`src/rtl/alu_sched_pkg.sv`:
```
// Shared definitions for the ALU operation scheduler: opcodes, FSM encoding and
// the default ALU latency.
package alu_sched_pkg;

    localparam logic [2:0] OP_HOLD = 3'b000;
    localparam logic [2:0] OP_XOR  = 3'b001;
    localparam logic [2:0] OP_ADD  = 3'b010;
    localparam logic [2:0] OP_XNOR = 3'b011;
    localparam logic [2:0] OP_SUB  = 3'b100;

    localparam int DEF_ALU_LAT = 5;

    typedef enum logic [1:0] {
        ST_IDLE    = 2'd0,
        ST_ISSUE   = 2'd1,
        ST_CAPTURE = 2'd2,
        ST_RESP    = 2'd3
    } sched_state_e;

    // Codes above SUB have no ALU meaning and are answered with an error response.
    function automatic logic op_is_legal(input logic [2:0] op);
        return (op <= OP_SUB);
    endfunction

endpackage

```
`src/rtl/alu_op_scheduler_if.sv`:
```
// Bundles the two request ports, the response port and the ALU connection of the
// scheduler; slave is the scheduler's view, master the surrounding logic's view.
interface alu_op_scheduler_if #(parameter int W = 4);

    // Every handshake transfers on a clock edge where VALID and READY are both high;
    // a source holds VALID and its payload stable until that edge, READY may depend
    // combinationally on VALID, and VALID never waits on READY.
    logic         REQ0_VALID;
    logic         REQ0_READY;
    logic [W-1:0] REQ0_A;
    logic [W-1:0] REQ0_B;
    logic [2:0]   REQ0_OP;

    logic         REQ1_VALID;
    logic         REQ1_READY;
    logic [W-1:0] REQ1_A;
    logic [W-1:0] REQ1_B;
    logic [2:0]   REQ1_OP;

    logic         RSP_VALID;
    logic         RSP_READY;
    logic         RSP_ID;
    logic [W-1:0] RSP_C;
    logic         RSP_ZF;
    logic         RSP_SF;
    logic         RSP_CF;
    logic         RSP_ERR;

    logic [W-1:0] ALU_A;
    logic [W-1:0] ALU_B;
    logic [2:0]   ALU_OPCODE;
    logic [W-1:0] ALU_C;
    logic         ALU_ZF;
    logic         ALU_SF;
    logic         ALU_CF;

    logic         BUSY;

    modport slave (
        input  REQ0_VALID, REQ0_A, REQ0_B, REQ0_OP,
        output REQ0_READY,
        input  REQ1_VALID, REQ1_A, REQ1_B, REQ1_OP,
        output REQ1_READY,
        output RSP_VALID, RSP_ID, RSP_C, RSP_ZF, RSP_SF, RSP_CF, RSP_ERR,
        input  RSP_READY,
        output ALU_A, ALU_B, ALU_OPCODE,
        input  ALU_C, ALU_ZF, ALU_SF, ALU_CF,
        output BUSY
    );

    modport master (
        output REQ0_VALID, REQ0_A, REQ0_B, REQ0_OP,
        input  REQ0_READY,
        output REQ1_VALID, REQ1_A, REQ1_B, REQ1_OP,
        input  REQ1_READY,
        input  RSP_VALID, RSP_ID, RSP_C, RSP_ZF, RSP_SF, RSP_CF, RSP_ERR,
        output RSP_READY,
        input  ALU_A, ALU_B, ALU_OPCODE,
        output ALU_C, ALU_ZF, ALU_SF, ALU_CF,
        input  BUSY
    );

endinterface

```
`src/rtl/rr_arbiter2.sv`:
```
// Two-way round-robin grant logic; the last-grant pointer is owned by the caller.
module rr_arbiter2 (
    input  logic [1:0] req,
    input  logic       last_grant,
    input  logic       enable,
    output logic [1:0] grant
);

    always_comb begin
        grant = 2'b00;
        if (enable) begin
            case (req)
                2'b01:   grant = 2'b01;
                2'b10:   grant = 2'b10;
                // Contention: the requester that did not win last time goes first.
                2'b11:   grant = last_grant ? 2'b01 : 2'b10;
                default: grant = 2'b00;
            endcase
        end
    end

endmodule

```
`src/rtl/alu_op_scheduler.sv`:
```
// Shares one multi-cycle bit-serial ALU between two requesters: arbitrates, holds the
// opcode on the ALU for ALU_LAT cycles, captures result/flags and returns them tagged.
module alu_op_scheduler
    import alu_sched_pkg::*;
#(
    parameter int W       = 4,
    parameter int ALU_LAT = DEF_ALU_LAT,
    parameter int CNT_W   = 3
) (
    input  logic               CLK,
    input  logic               RST,
    alu_op_scheduler_if.slave  bus,
    output sched_state_e       dbg_state
);

    sched_state_e state_q, state_d;

    logic [CNT_W-1:0] cnt_q;
    logic             last_grant_q;
    logic [W-1:0]     a_q, b_q;
    logic [2:0]       op_q;
    logic             id_q;
    logic [W-1:0]     rsp_c_q;
    logic             rsp_zf_q, rsp_sf_q, rsp_cf_q, rsp_err_q;

    logic [1:0]   grant;
    logic         accept;
    logic         acc_id;
    logic [W-1:0] acc_a, acc_b;
    logic [2:0]   acc_op;
    logic         cnt_last;

    // Reset also masks READY so nothing can be accepted while RST is low.
    rr_arbiter2 u_arb (
        .req        ({bus.REQ1_VALID, bus.REQ0_VALID}),
        .last_grant (last_grant_q),
        .enable     ((state_q == ST_IDLE) && RST),
        .grant      (grant)
    );

    assign accept   = |grant;
    assign acc_id   = grant[1];
    assign acc_a    = acc_id ? bus.REQ1_A  : bus.REQ0_A;
    assign acc_b    = acc_id ? bus.REQ1_B  : bus.REQ0_B;
    assign acc_op   = acc_id ? bus.REQ1_OP : bus.REQ0_OP;
    assign cnt_last = (cnt_q == CNT_W'(ALU_LAT - 1));

    always_comb begin
        state_d = state_q;
        case (state_q)
            ST_IDLE: begin
                if (accept) begin
                    state_d = op_is_legal(acc_op) ? ST_ISSUE : ST_RESP;
                end
            end
            ST_ISSUE: begin
                if (cnt_last) begin
                    state_d = ST_CAPTURE;
                end
            end
            ST_CAPTURE: state_d = ST_RESP;
            ST_RESP: begin
                if (bus.RSP_READY) begin
                    state_d = ST_IDLE;
                end
            end
            default: state_d = ST_IDLE;
        endcase
    end

    always_ff @(posedge CLK or negedge RST) begin
        if (!RST) begin
            state_q      <= ST_IDLE;
            cnt_q        <= '0;
            last_grant_q <= 1'b1;
            a_q          <= '0;
            b_q          <= '0;
            op_q         <= OP_HOLD;
            id_q         <= 1'b0;
            rsp_c_q      <= '0;
            rsp_zf_q     <= 1'b0;
            rsp_sf_q     <= 1'b0;
            rsp_cf_q     <= 1'b0;
            rsp_err_q    <= 1'b0;
        end else begin
            state_q <= state_d;
            case (state_q)
                ST_IDLE: begin
                    if (accept) begin
                        a_q          <= acc_a;
                        b_q          <= acc_b;
                        op_q         <= acc_op;
                        id_q         <= acc_id;
                        last_grant_q <= acc_id;
                        cnt_q        <= '0;
                        // Illegal opcodes skip the ALU and answer with a zeroed error response.
                        if (!op_is_legal(acc_op)) begin
                            rsp_c_q   <= '0;
                            rsp_zf_q  <= 1'b0;
                            rsp_sf_q  <= 1'b0;
                            rsp_cf_q  <= 1'b0;
                            rsp_err_q <= 1'b1;
                        end
                    end
                end
                ST_ISSUE: begin
                    cnt_q <= cnt_last ? '0 : cnt_q + 1'b1;
                end
                ST_CAPTURE: begin
                    rsp_c_q   <= bus.ALU_C;
                    rsp_zf_q  <= bus.ALU_ZF;
                    rsp_sf_q  <= bus.ALU_SF;
                    rsp_cf_q  <= bus.ALU_CF;
                    rsp_err_q <= 1'b0;
                end
                default: ;
            endcase
        end
    end

    assign bus.REQ0_READY = grant[0];
    assign bus.REQ1_READY = grant[1];

    assign bus.RSP_VALID  = (state_q == ST_RESP);
    assign bus.RSP_ID     = id_q;
    assign bus.RSP_C      = rsp_c_q;
    assign bus.RSP_ZF     = rsp_zf_q;
    assign bus.RSP_SF     = rsp_sf_q;
    assign bus.RSP_CF     = rsp_cf_q;
    assign bus.RSP_ERR    = rsp_err_q;

    // The ALU only sees a live opcode while issuing; everywhere else it is parked.
    assign bus.ALU_A      = a_q;
    assign bus.ALU_B      = b_q;
    assign bus.ALU_OPCODE = (state_q == ST_ISSUE) ? op_q : OP_HOLD;

    assign bus.BUSY       = (state_q != ST_IDLE);
    assign dbg_state      = state_q;

endmodule

```
`src/flat_wrapper.sv`:
```
// flat-port wrapper written by rule: the top's interface ports become plain ports
module alu_op_scheduler_flat import alu_sched_pkg::*;
#(
    parameter int W       = 4,
    parameter int ALU_LAT = DEF_ALU_LAT,
    parameter int CNT_W   = 3
)
  (CLK, RST, dbg_state, bus_REQ0_VALID, bus_REQ0_A, bus_REQ0_B, bus_REQ0_OP, bus_REQ0_READY, bus_REQ1_VALID, bus_REQ1_A, bus_REQ1_B, bus_REQ1_OP, bus_REQ1_READY, bus_RSP_VALID, bus_RSP_ID, bus_RSP_C, bus_RSP_ZF, bus_RSP_SF, bus_RSP_CF, bus_RSP_ERR, bus_RSP_READY, bus_ALU_A, bus_ALU_B, bus_ALU_OPCODE, bus_ALU_C, bus_ALU_ZF, bus_ALU_SF, bus_ALU_CF, bus_BUSY);
  alu_op_scheduler_if #(.W(W)) bus_i ();
  input  logic CLK;
  input  logic RST;
  output sched_state_e dbg_state;
  input wire logic [$bits(bus_i.REQ0_VALID)-1:0] bus_REQ0_VALID;
  input wire logic [$bits(bus_i.REQ0_A)-1:0] bus_REQ0_A;
  input wire logic [$bits(bus_i.REQ0_B)-1:0] bus_REQ0_B;
  input wire logic [$bits(bus_i.REQ0_OP)-1:0] bus_REQ0_OP;
  output wire logic [$bits(bus_i.REQ0_READY)-1:0] bus_REQ0_READY;
  input wire logic [$bits(bus_i.REQ1_VALID)-1:0] bus_REQ1_VALID;
  input wire logic [$bits(bus_i.REQ1_A)-1:0] bus_REQ1_A;
  input wire logic [$bits(bus_i.REQ1_B)-1:0] bus_REQ1_B;
  input wire logic [$bits(bus_i.REQ1_OP)-1:0] bus_REQ1_OP;
  output wire logic [$bits(bus_i.REQ1_READY)-1:0] bus_REQ1_READY;
  output wire logic [$bits(bus_i.RSP_VALID)-1:0] bus_RSP_VALID;
  output wire logic [$bits(bus_i.RSP_ID)-1:0] bus_RSP_ID;
  output wire logic [$bits(bus_i.RSP_C)-1:0] bus_RSP_C;
  output wire logic [$bits(bus_i.RSP_ZF)-1:0] bus_RSP_ZF;
  output wire logic [$bits(bus_i.RSP_SF)-1:0] bus_RSP_SF;
  output wire logic [$bits(bus_i.RSP_CF)-1:0] bus_RSP_CF;
  output wire logic [$bits(bus_i.RSP_ERR)-1:0] bus_RSP_ERR;
  input wire logic [$bits(bus_i.RSP_READY)-1:0] bus_RSP_READY;
  output wire logic [$bits(bus_i.ALU_A)-1:0] bus_ALU_A;
  output wire logic [$bits(bus_i.ALU_B)-1:0] bus_ALU_B;
  output wire logic [$bits(bus_i.ALU_OPCODE)-1:0] bus_ALU_OPCODE;
  input wire logic [$bits(bus_i.ALU_C)-1:0] bus_ALU_C;
  input wire logic [$bits(bus_i.ALU_ZF)-1:0] bus_ALU_ZF;
  input wire logic [$bits(bus_i.ALU_SF)-1:0] bus_ALU_SF;
  input wire logic [$bits(bus_i.ALU_CF)-1:0] bus_ALU_CF;
  output wire logic [$bits(bus_i.BUSY)-1:0] bus_BUSY;
  assign bus_i.REQ0_VALID = bus_REQ0_VALID;
  assign bus_i.REQ0_A = bus_REQ0_A;
  assign bus_i.REQ0_B = bus_REQ0_B;
  assign bus_i.REQ0_OP = bus_REQ0_OP;
  assign bus_REQ0_READY = bus_i.REQ0_READY;
  assign bus_i.REQ1_VALID = bus_REQ1_VALID;
  assign bus_i.REQ1_A = bus_REQ1_A;
  assign bus_i.REQ1_B = bus_REQ1_B;
  assign bus_i.REQ1_OP = bus_REQ1_OP;
  assign bus_REQ1_READY = bus_i.REQ1_READY;
  assign bus_RSP_VALID = bus_i.RSP_VALID;
  assign bus_RSP_ID = bus_i.RSP_ID;
  assign bus_RSP_C = bus_i.RSP_C;
  assign bus_RSP_ZF = bus_i.RSP_ZF;
  assign bus_RSP_SF = bus_i.RSP_SF;
  assign bus_RSP_CF = bus_i.RSP_CF;
  assign bus_RSP_ERR = bus_i.RSP_ERR;
  assign bus_i.RSP_READY = bus_RSP_READY;
  assign bus_ALU_A = bus_i.ALU_A;
  assign bus_ALU_B = bus_i.ALU_B;
  assign bus_ALU_OPCODE = bus_i.ALU_OPCODE;
  assign bus_i.ALU_C = bus_ALU_C;
  assign bus_i.ALU_ZF = bus_ALU_ZF;
  assign bus_i.ALU_SF = bus_ALU_SF;
  assign bus_i.ALU_CF = bus_ALU_CF;
  assign bus_BUSY = bus_i.BUSY;
  alu_op_scheduler #(.W(W), .ALU_LAT(ALU_LAT), .CNT_W(CNT_W)) u_core (.CLK(CLK), .RST(RST), .bus(bus_i), .dbg_state(dbg_state));
endmodule
```
`config.mk`:
```
export PLATFORM = sky130hd
export DESIGN_NAME = alu_op_scheduler_flat
export DESIGN_NICKNAME = d
export VERILOG_FILES = /design/src/rtl/alu_sched_pkg.sv /design/src/rtl/alu_op_scheduler_if.sv /design/src/rtl/rr_arbiter2.sv /design/src/rtl/alu_op_scheduler.sv /design/src/flat_wrapper.sv
export SDC_FILE = /design/constraint.sdc
export NUM_CORES = 1
export LEC_CHECK = 0
export CORE_UTILIZATION = 60
export CTS_BUF_LIST = sky130_fd_sc_hd__clkbuf_8
export DETAILED_ROUTE_END_ITERATION = 10
export DONT_BUFFER_PORTS = 1
export GPL_TIMING_DRIVEN = 0
export PLACE_DENSITY = 0.8
export SYNTH_ARGS = -nofsm -noshare
export SYNTH_HDL_FRONTEND = slang
export SYNTH_SLANG_ARGS = --single-unit
```
`constraint.sdc`:
```
create_clock -name CLK -period 2.5 [get_ports CLK]
set_input_delay 0.25 -clock CLK [delete_from_list [all_inputs] [get_ports CLK]]
set_output_delay 0.25 -clock CLK [all_outputs]
set_load 0.02 [all_outputs]
```
==> out/summary.md, run 1 <==
• **number of routed nets with antenna violations** 0
• **max_cap viols** 0
• **filler cell count** 145
• **initial antenna violation count** 0
• **CTS sink cnt** 26
• **power density relative to cell area** 1330 nW/um2
• **Synthesis Warnings** 0
• **count of instances resized after the clock tree is built** 0
• **die span in x** 49.3 um
• **simple-gate portion of the synthesized area** 12.4%
• **site row count** 16
• **I/O pin count** 60
• **achievable frequency** 0.464 GHz
• **Slew HR** 65.7%
• **static power due to leakage** 0.755 nW
• **average cell area after synthesis** 10.6 um2
• **area of combinational cells with multiple inputs** 626 um2
• **hold slack final** 120 ps
• **compound-cell area share of the yosys netlist** 19.5%
• **number of standard cells in the final layout excluding fillers** 159
• **required time of the worst setup path** 2250 ps
• **net count after synthesis** 167
• **minimum clock period** 2160 ps
• **cell area after synthesis** 1340 um2
• **total gr overflow** 0
• **Clock Latency Late Sink** 270 ps
• **most common library cells after synthesis** sky130_fd_sc_hd__dfrtp_1, sky130_fd_sc_hd__nand2_1, sky130_fd_sc_hd__o21ai_0
• **fraction of layout instances using a drive strength above 1** 15.2%
• **Worst Tran Pin Value** 513 ps
• **Unique masters post-synth** 31
• **synth top area cells** sky130_fd_sc_hd__dfrtp_1, sky130_fd_sc_hd__mux2i_1, sky130_fd_sc_hd__ha_1
• **chip height** 49.3 um
• **post-synthesis sequential area ratio** 48.6%
• **total number of H-tree levels** 1
• **setup slack after placement** 385 ps
• **Max Slew Vio Count** 0
• **sequential cell area in the final layout** 652 um2
• **summed negative setup slack over all endpoints** 0 ps
• **total instance count after detailed placement** 153
• **portion of netlist area occupied by mux cells** 8.21%
• **EDFF count, synth** 0
• **setup skew after layout** 4.22 ps
• **number of failing setup endpoints in the final timing report** 0
• **TritonCTS clock tree** built
• **largest net degree at the start of global routing** 27
• **DP HPWL** 1990 um
• **die outline area** 2430 um2
• **routability cong.** 0.690
• **post-placement cell area** 1380 um2
• **nets** 174
• **Critical Path Start Type** flip-flop
• **dominant combinational cell family by area after synthesis** compound AO/OA/AOI/OAI gates
• **FF+latch count, synth** 26
• **maximum vdd ir drop** 0.812 mV
• **Clock transition at path regs** 80 ps
• **Synth Area in Adders** 6.53%
• **number of endpoints with negative hold slack in the final report** 0
• **starting DRC count in detailed routing** 15
• **final routed wirelength across all metal layers** 2780 um
• **routed length per placed instance** 17.5 um
• **setup repair after global routing missed its margin** no
• **maximum fanout along the worst path** 8
• **DR DRC count** 0
• **core outline area** 2020 um2
• **Critical Path End Type** output port
• **Hold Path Class** in2reg
• **Via Count** 971
• **hold-fix buffer count after cts** 2
• **initial core utilization** 66.3%
• **final worst setup slack** 344 ps
• **number of buffers created by CTS** 3
• **via density per instance** 6.11
• **1st-pass router iterations** 4
• **vias in the first global route** 984
• **top_reg_cell synth** sky130_fd_sc_hd__dfrtp_1
• **most repeated cell in the gate-level netlist after synthesis** sky130_fd_sc_hd__dfrtp_1
• **Inserted Diodes** 0
• **Post-synth ARST share** 100%
• **gr usage total** 24.4%
• **arrival time of the worst setup path** 1910 ps
• **global-route wire length before repair** 4530 um
• **PortBufs** 0
• **final std cell area, no fill** 1460 um2
• **synthesis-to-layout area growth** 8.86%
• **number of post-CTS setup repair buffers** 0
• **buffer levels on the longest clock path** 2
• **area share of the largest cell type after synthesis** 46.6%
• **cell taking the most area after synthesis** sky130_fd_sc_hd__dfrtp_1
• **xor and xnor fraction of the mapped netlist area** 0%
• **fraction of the cycle the final worst path needs** 86.2%
• **post-synthesis instance total** 126
• **startpoint-to-endpoint class of the critical path** reg2out
• **status** complete, no violations
• **Root Buffer Master** sky130_fd_sc_hd__clkbuf_8
-- sequential cells by signal, indices dropped and copies added, names as in the netlist --
name                 flops
u_core.bus.ALU_B         4
u_core.dbg_state         2
u_core.bus.ALU_A         4
u_core.cnt_q             3
u_core.bus.RSP_CF        1
u_core.bus.RSP_ID        1
u_core.bus.RSP_ERR       1
u_core.last_grant_q      1
u_core.bus.RSP_C         4
u_core.op_q              3
u_core.bus.RSP_SF        1
u_core.bus.RSP_ZF        1
-- through the flow --
stage               util [%]  total power [mW]
global route            72.2              2.08
CTS                     72.2              1.95
floorplan                  -              1.50
detailed placement      68.0              1.67
finish                  72.2              1.95
global placement        68.0              1.61
-- power breakdown --
part | total [mW] | switching [mW] | internal [mW]
Clock | 0.268 | 0.127 | 0.141
Combinational | 0.739 | 0.420 | 0.319
Sequential | 0.939 | 0.318 | 0.621
-- logic make-up (layout without fill, tap and decap cells) --
group | after synthesis | count (layout)
multiplexers | 11 | 11
adder cells (fa/ha/maj) | 7 | 7
AND/OR/NAND/NOR | 34 | 34
buffers and inverters | 14 | 20
flip-flops | 26 | 26
AO/OA/AOI/OAI | 34 | 34
-- layout by cell type (no fill, tap or decap) --
cell and n:
sky130_fd_sc_hd__dlygate4sd3_1 1, sky130_fd_sc_hd__nand3_2 1, sky130_fd_sc_hd__o211a_1 1, sky130_fd_sc_hd__nand3_1 2, sky130_fd_sc_hd__a31oi_4 1, sky130_fd_sc_hd__buf_4 1, sky130_fd_sc_hd__dfrtp_1 25, sky130_fd_sc_hd__clkbuf_1 2
sky130_fd_sc_hd__and2_2 1, sky130_fd_sc_hd__o21ai_0 13, sky130_fd_sc_hd__nand4_1 1, sky130_fd_sc_hd__or3b_4 1, sky130_fd_sc_hd__a221o_2 1, sky130_fd_sc_hd__clkbuf_8 4, sky130_fd_sc_hd__mux2i_1 11, sky130_fd_sc_hd__a22o_1 4
sky130_fd_sc_hd__a31oi_1 1, sky130_fd_sc_hd__or2b_2 1, sky130_fd_sc_hd__inv_1 10, sky130_fd_sc_hd__dfstp_2 1, sky130_fd_sc_hd__a21boi_0 2, sky130_fd_sc_hd__o211ai_1 2, sky130_fd_sc_hd__buf_6 1, sky130_fd_sc_hd__a21oi_1 1
sky130_fd_sc_hd__nor2b_1 1, sky130_fd_sc_hd__and2_1 3, sky130_fd_sc_hd__buf_12 1, sky130_fd_sc_hd__a22o_2 6, sky130_fd_sc_hd__nor3_1 1, sky130_fd_sc_hd__nand2_1 19, sky130_fd_sc_hd__a32o_1 1, sky130_fd_sc_hd__ha_1 7
sky130_fd_sc_hd__nor2_1 3, sky130_fd_sc_hd__o21a_1 1
-- final timing paths --
kind,endpoint,start,depth (start not counted),slack (ps)
worst min-delay path,u_core.bus.RSP_C[0],bus_ALU_C[0],1,120
min in group asynchronous,u_core.cnt_q[0],RST,2,400
worst max register to register,u_core.bus.ALU_B[1],u_core.dbg_state[0],8,370
worst max-delay path,bus_REQ1_READY,u_core.dbg_state[0],6,340
worst min register to register,u_core.op_q[2],u_core.op_q[2],2,490
max in group asynchronous,u_core.last_grant_q,RST,2,1880
-- layout make-up --
type                            instances  area share [%]
Multi-Input combinational cell         86            42.8
Clock buffer                            4            3.77
Inverter                               10            2.57
Tap cell                               27            2.31
Sequential cell                        26            44.6
Buffer                                  4            1.80
Timing Repair Buffer                    2            2.06
-- layer usage --
| layer | track usage (%) | share of wire [%] |
|---|---|---|
| met1 | 30.6 | 42 |
| met2 | 43.2 | 51 |
| met3 | 3.43 | 5.1 |
| met4 | 7.35 | 1.8 |
| met5 | 0 | 0 |
-- critical path, stage by stage (launching register included) --
cell and delay, ps:
sky130_fd_sc_hd__dfrtp_1 490, sky130_fd_sc_hd__inv_1 170, sky130_fd_sc_hd__ha_1 180, sky130_fd_sc_hd__buf_6 140, sky130_fd_sc_hd__and2_2 170, sky130_fd_sc_hd__nand3_1 190
sky130_fd_sc_hd__inv_1 290
Power figures use the tool's default switching activity.
==> inputs of run 2 (changes only) <==
--- a/config.mk
+++ b/config.mk
@@ -5,12 +5,12 @@
 export SDC_FILE = /design/constraint.sdc
 export NUM_CORES = 1
 export LEC_CHECK = 0
-export CORE_UTILIZATION = 60
+export CORE_UTILIZATION = 40
 export CTS_BUF_LIST = sky130_fd_sc_hd__clkbuf_8
 export DETAILED_ROUTE_END_ITERATION = 10
 export DONT_BUFFER_PORTS = 1
 export GPL_TIMING_DRIVEN = 0
-export PLACE_DENSITY = 0.8
+export PLACE_DENSITY = 0.58
 export SYNTH_ARGS = -nofsm -noshare
 export SYNTH_HDL_FRONTEND = slang
 export SYNTH_SLANG_ARGS = --single-unit
==> run 2 against run 1 <==
  * Via count up 0.82%
  * Critical path depth did not move
  * Non-clock buffer count stayed put
  * Sequential share of layout area shrank 0.64 points
  * Combinational power shrank 3.1%
  * Power fell by 0.91%
  * Largest cell class unchanged
==> out/summary.md, run 2 (synthesized netlist as in run 1, its figures left out) <==
• **status** complete, no violations
• **number of standard cells in the final layout excluding fillers** 176
• **initial antenna violation count** 0
• **worst hold start** bus_ALU_CF
• **Critical Path Start Type** flip-flop
• **Inserted Diodes** 0
• **DR DRC count** 0
• **Via Count** 979
• **1st-pass router iterations** 2
• **Slew HR** 62.6%
• **vias in the first global route** 977
• **PortBufs** 0
• **length of routed wiring on met1** 1180 um
• **DP HPWL** 2130 um
• **startpoint-to-endpoint class of the critical path** reg2out
• **summed negative setup slack over all endpoints** 0 ps
• **via density per instance** 5.56
• **hold slack final** 112 ps
• **power density relative to cell area** 1300 nW/um2
• **die outline area** 3590 um2
• **count of instances resized after the clock tree is built** 0
• **CTS sink cnt** 26
• **area of combinational cells with multiple inputs** 626 um2
• **filler cell count** 302
• **buffer levels on the longest clock path** 2
• **die span in x** 59.9 um
• **total instance count after detailed placement** 170
• **met2 WL** 1410 um
• **Critical Path End Type** output port
• **number of buffers created by CTS** 3
• **Worst Tran Pin Value** 559 ps
• **gr usage total** 17.7%
• **Root Buffer Master** sky130_fd_sc_hd__clkbuf_8
• **Top Metal Used** met4
• **total number of H-tree levels** 1
• **most common cell after layout, fill and taps aside** sky130_fd_sc_hd__dfrtp_1
• **Clock transition at path regs** 90 ps
• **setup skew after layout** 2.38 ps
• **synthesis-to-layout area growth** 10.4%
• **site row count** 20
• **TritonCTS clock tree** built
• **Hold Path Class** in2reg
• **Worst R2R Setup Slack** 420 ps
• **arrival time of the worst setup path** 1890 ps
• **Max Slew Vio Count** 0
• **global-route wire length before repair** 4550 um
• **core outline area** 3130 um2
• **initial core utilization** 42.9%
• **largest net degree at the start of global routing** 27
• **routed length per placed instance** 16.4 um
• **I/O pin count** 60
• **maximum fanout along the worst path** 8
• **minimum clock period** 2140 ps
• **final routed wirelength across all metal layers** 2880 um
• **routability cong.** 0.721
• **start of the worst register-to-register path** u_core.dbg_state[0]
• **post-route core utilization** 47.4%
• **logic depth of the worst register-to-register path** 8
• **number of routed nets with antenna violations** 0
• **WHS Path Cells** 1
• **terminus of the critical flop-to-flop path** u_core.dbg_state[1]
• **overall power** 1.93 mW
• **nets** 174
• **destination of the worst hold path** u_core.bus.RSP_CF
• **Clock Latency Late Sink** 270 ps
• **total gr overflow** 0
• **achievable frequency** 0.467 GHz
• **max_cap viols** 0
• **total length of routed met3 wires** 199 um
• **commonest cells after routing, fill and taps aside** sky130_fd_sc_hd__dfrtp_1, sky130_fd_sc_hd__nand2_1, sky130_fd_sc_hd__o21ai_0
• **number of failing setup endpoints in the final timing report** 0
• **sequential cell area in the final layout** 652 um2
• **static power due to leakage** 0.755 nW
• **setup repair after global routing missed its margin** no
• **required time of the worst setup path** 2250 ps
• **fraction of the cycle the final worst path needs** 85.7%
• **chip height** 59.9 um
• **maximum vdd ir drop** 0.468 mV
• **starting DRC count in detailed routing** 46
• **fraction of layout instances using a drive strength above 1** 15.2%
• **number of endpoints with negative hold slack in the final report** 0
-- run 2: cell counts in the layout (fill, tap and decap cells not counted) --
No cell type changed its count.
-- run 2: power by group --
group | switching (mW) | internal, mW
Sequential | 0.316 | 0.621
Clock | 0.134 | 0.141
Combinational | 0.399 | 0.317
Total | 0.849 | 1.08
-- run 2: per-layer routing --
| metal | track usage (%) | up-vias |
|---|---|---|
| li1 | - | 455 |
| met1 | 20.5 | 481 |
| met2 | 27.8 | 34 |
| met3 | 6.28 | 9 |
| met4 | 11.0 | 0 |
| met5 | 0 | - |
-- run 2: worst max-delay path by stage --
| stage | start | endpoint | slack, ps | cells past startpoint |
|---|---|---|---|---|
| 2_1_floorplan | u_core.dbg_state[0] | u_core.bus.RSP_C[0] | 630 | 7 |
| 3_3_place_gp | u_core.dbg_state[0] | u_core.dbg_state[1] | 450 | 8 |
| 5_1_grt | u_core.dbg_state[1] | bus_REQ1_READY | 220 | 6 |
| 6_report | u_core.dbg_state[0] | bus_REQ1_READY | 360 | 6 |
| 4_1_cts | u_core.dbg_state[0] | bus_REQ1_READY | 330 | 6 |
| 3_5_place_dp | u_core.dbg_state[0] | u_core.bus.ALU_A[1] | 400 | 8 |
-- run 2: layout make-up --
type,count,area share (%)
buffer,4,1.77
inverter,10,2.53
clock buffer,4,3.72
sequential,26,44.0
tap,44,3.72
timing repair buffer,2,2.03
multi-input combinational,86,42.2
-- run 2: worst max-delay path: stages, from the launching register on --
cell                      delay (ps)
sky130_fd_sc_hd__dfrtp_1         490
sky130_fd_sc_hd__inv_1           170
sky130_fd_sc_hd__ha_1            180
sky130_fd_sc_hd__buf_6           140
sky130_fd_sc_hd__and2_2          160
sky130_fd_sc_hd__nand3_1         190
sky130_fd_sc_hd__inv_1           290
-- run 2: timing repair --
| action | in CTS | in global routing |
|---|---|---|
| hold buffers | 2 | 0 |
| hold endpoints to repair | 26 | 0 |
| setup buffers | 0 | 0 |
-- run 2: metrics by stage --
stage | area (um2) | setup slack [ps]
floorplan | 1340 | 629
global placement | 1400 | 453
detailed placement | 1400 | 398
CTS | 1480 | 333
global route | 1480 | 216
finish | 1480 | 357
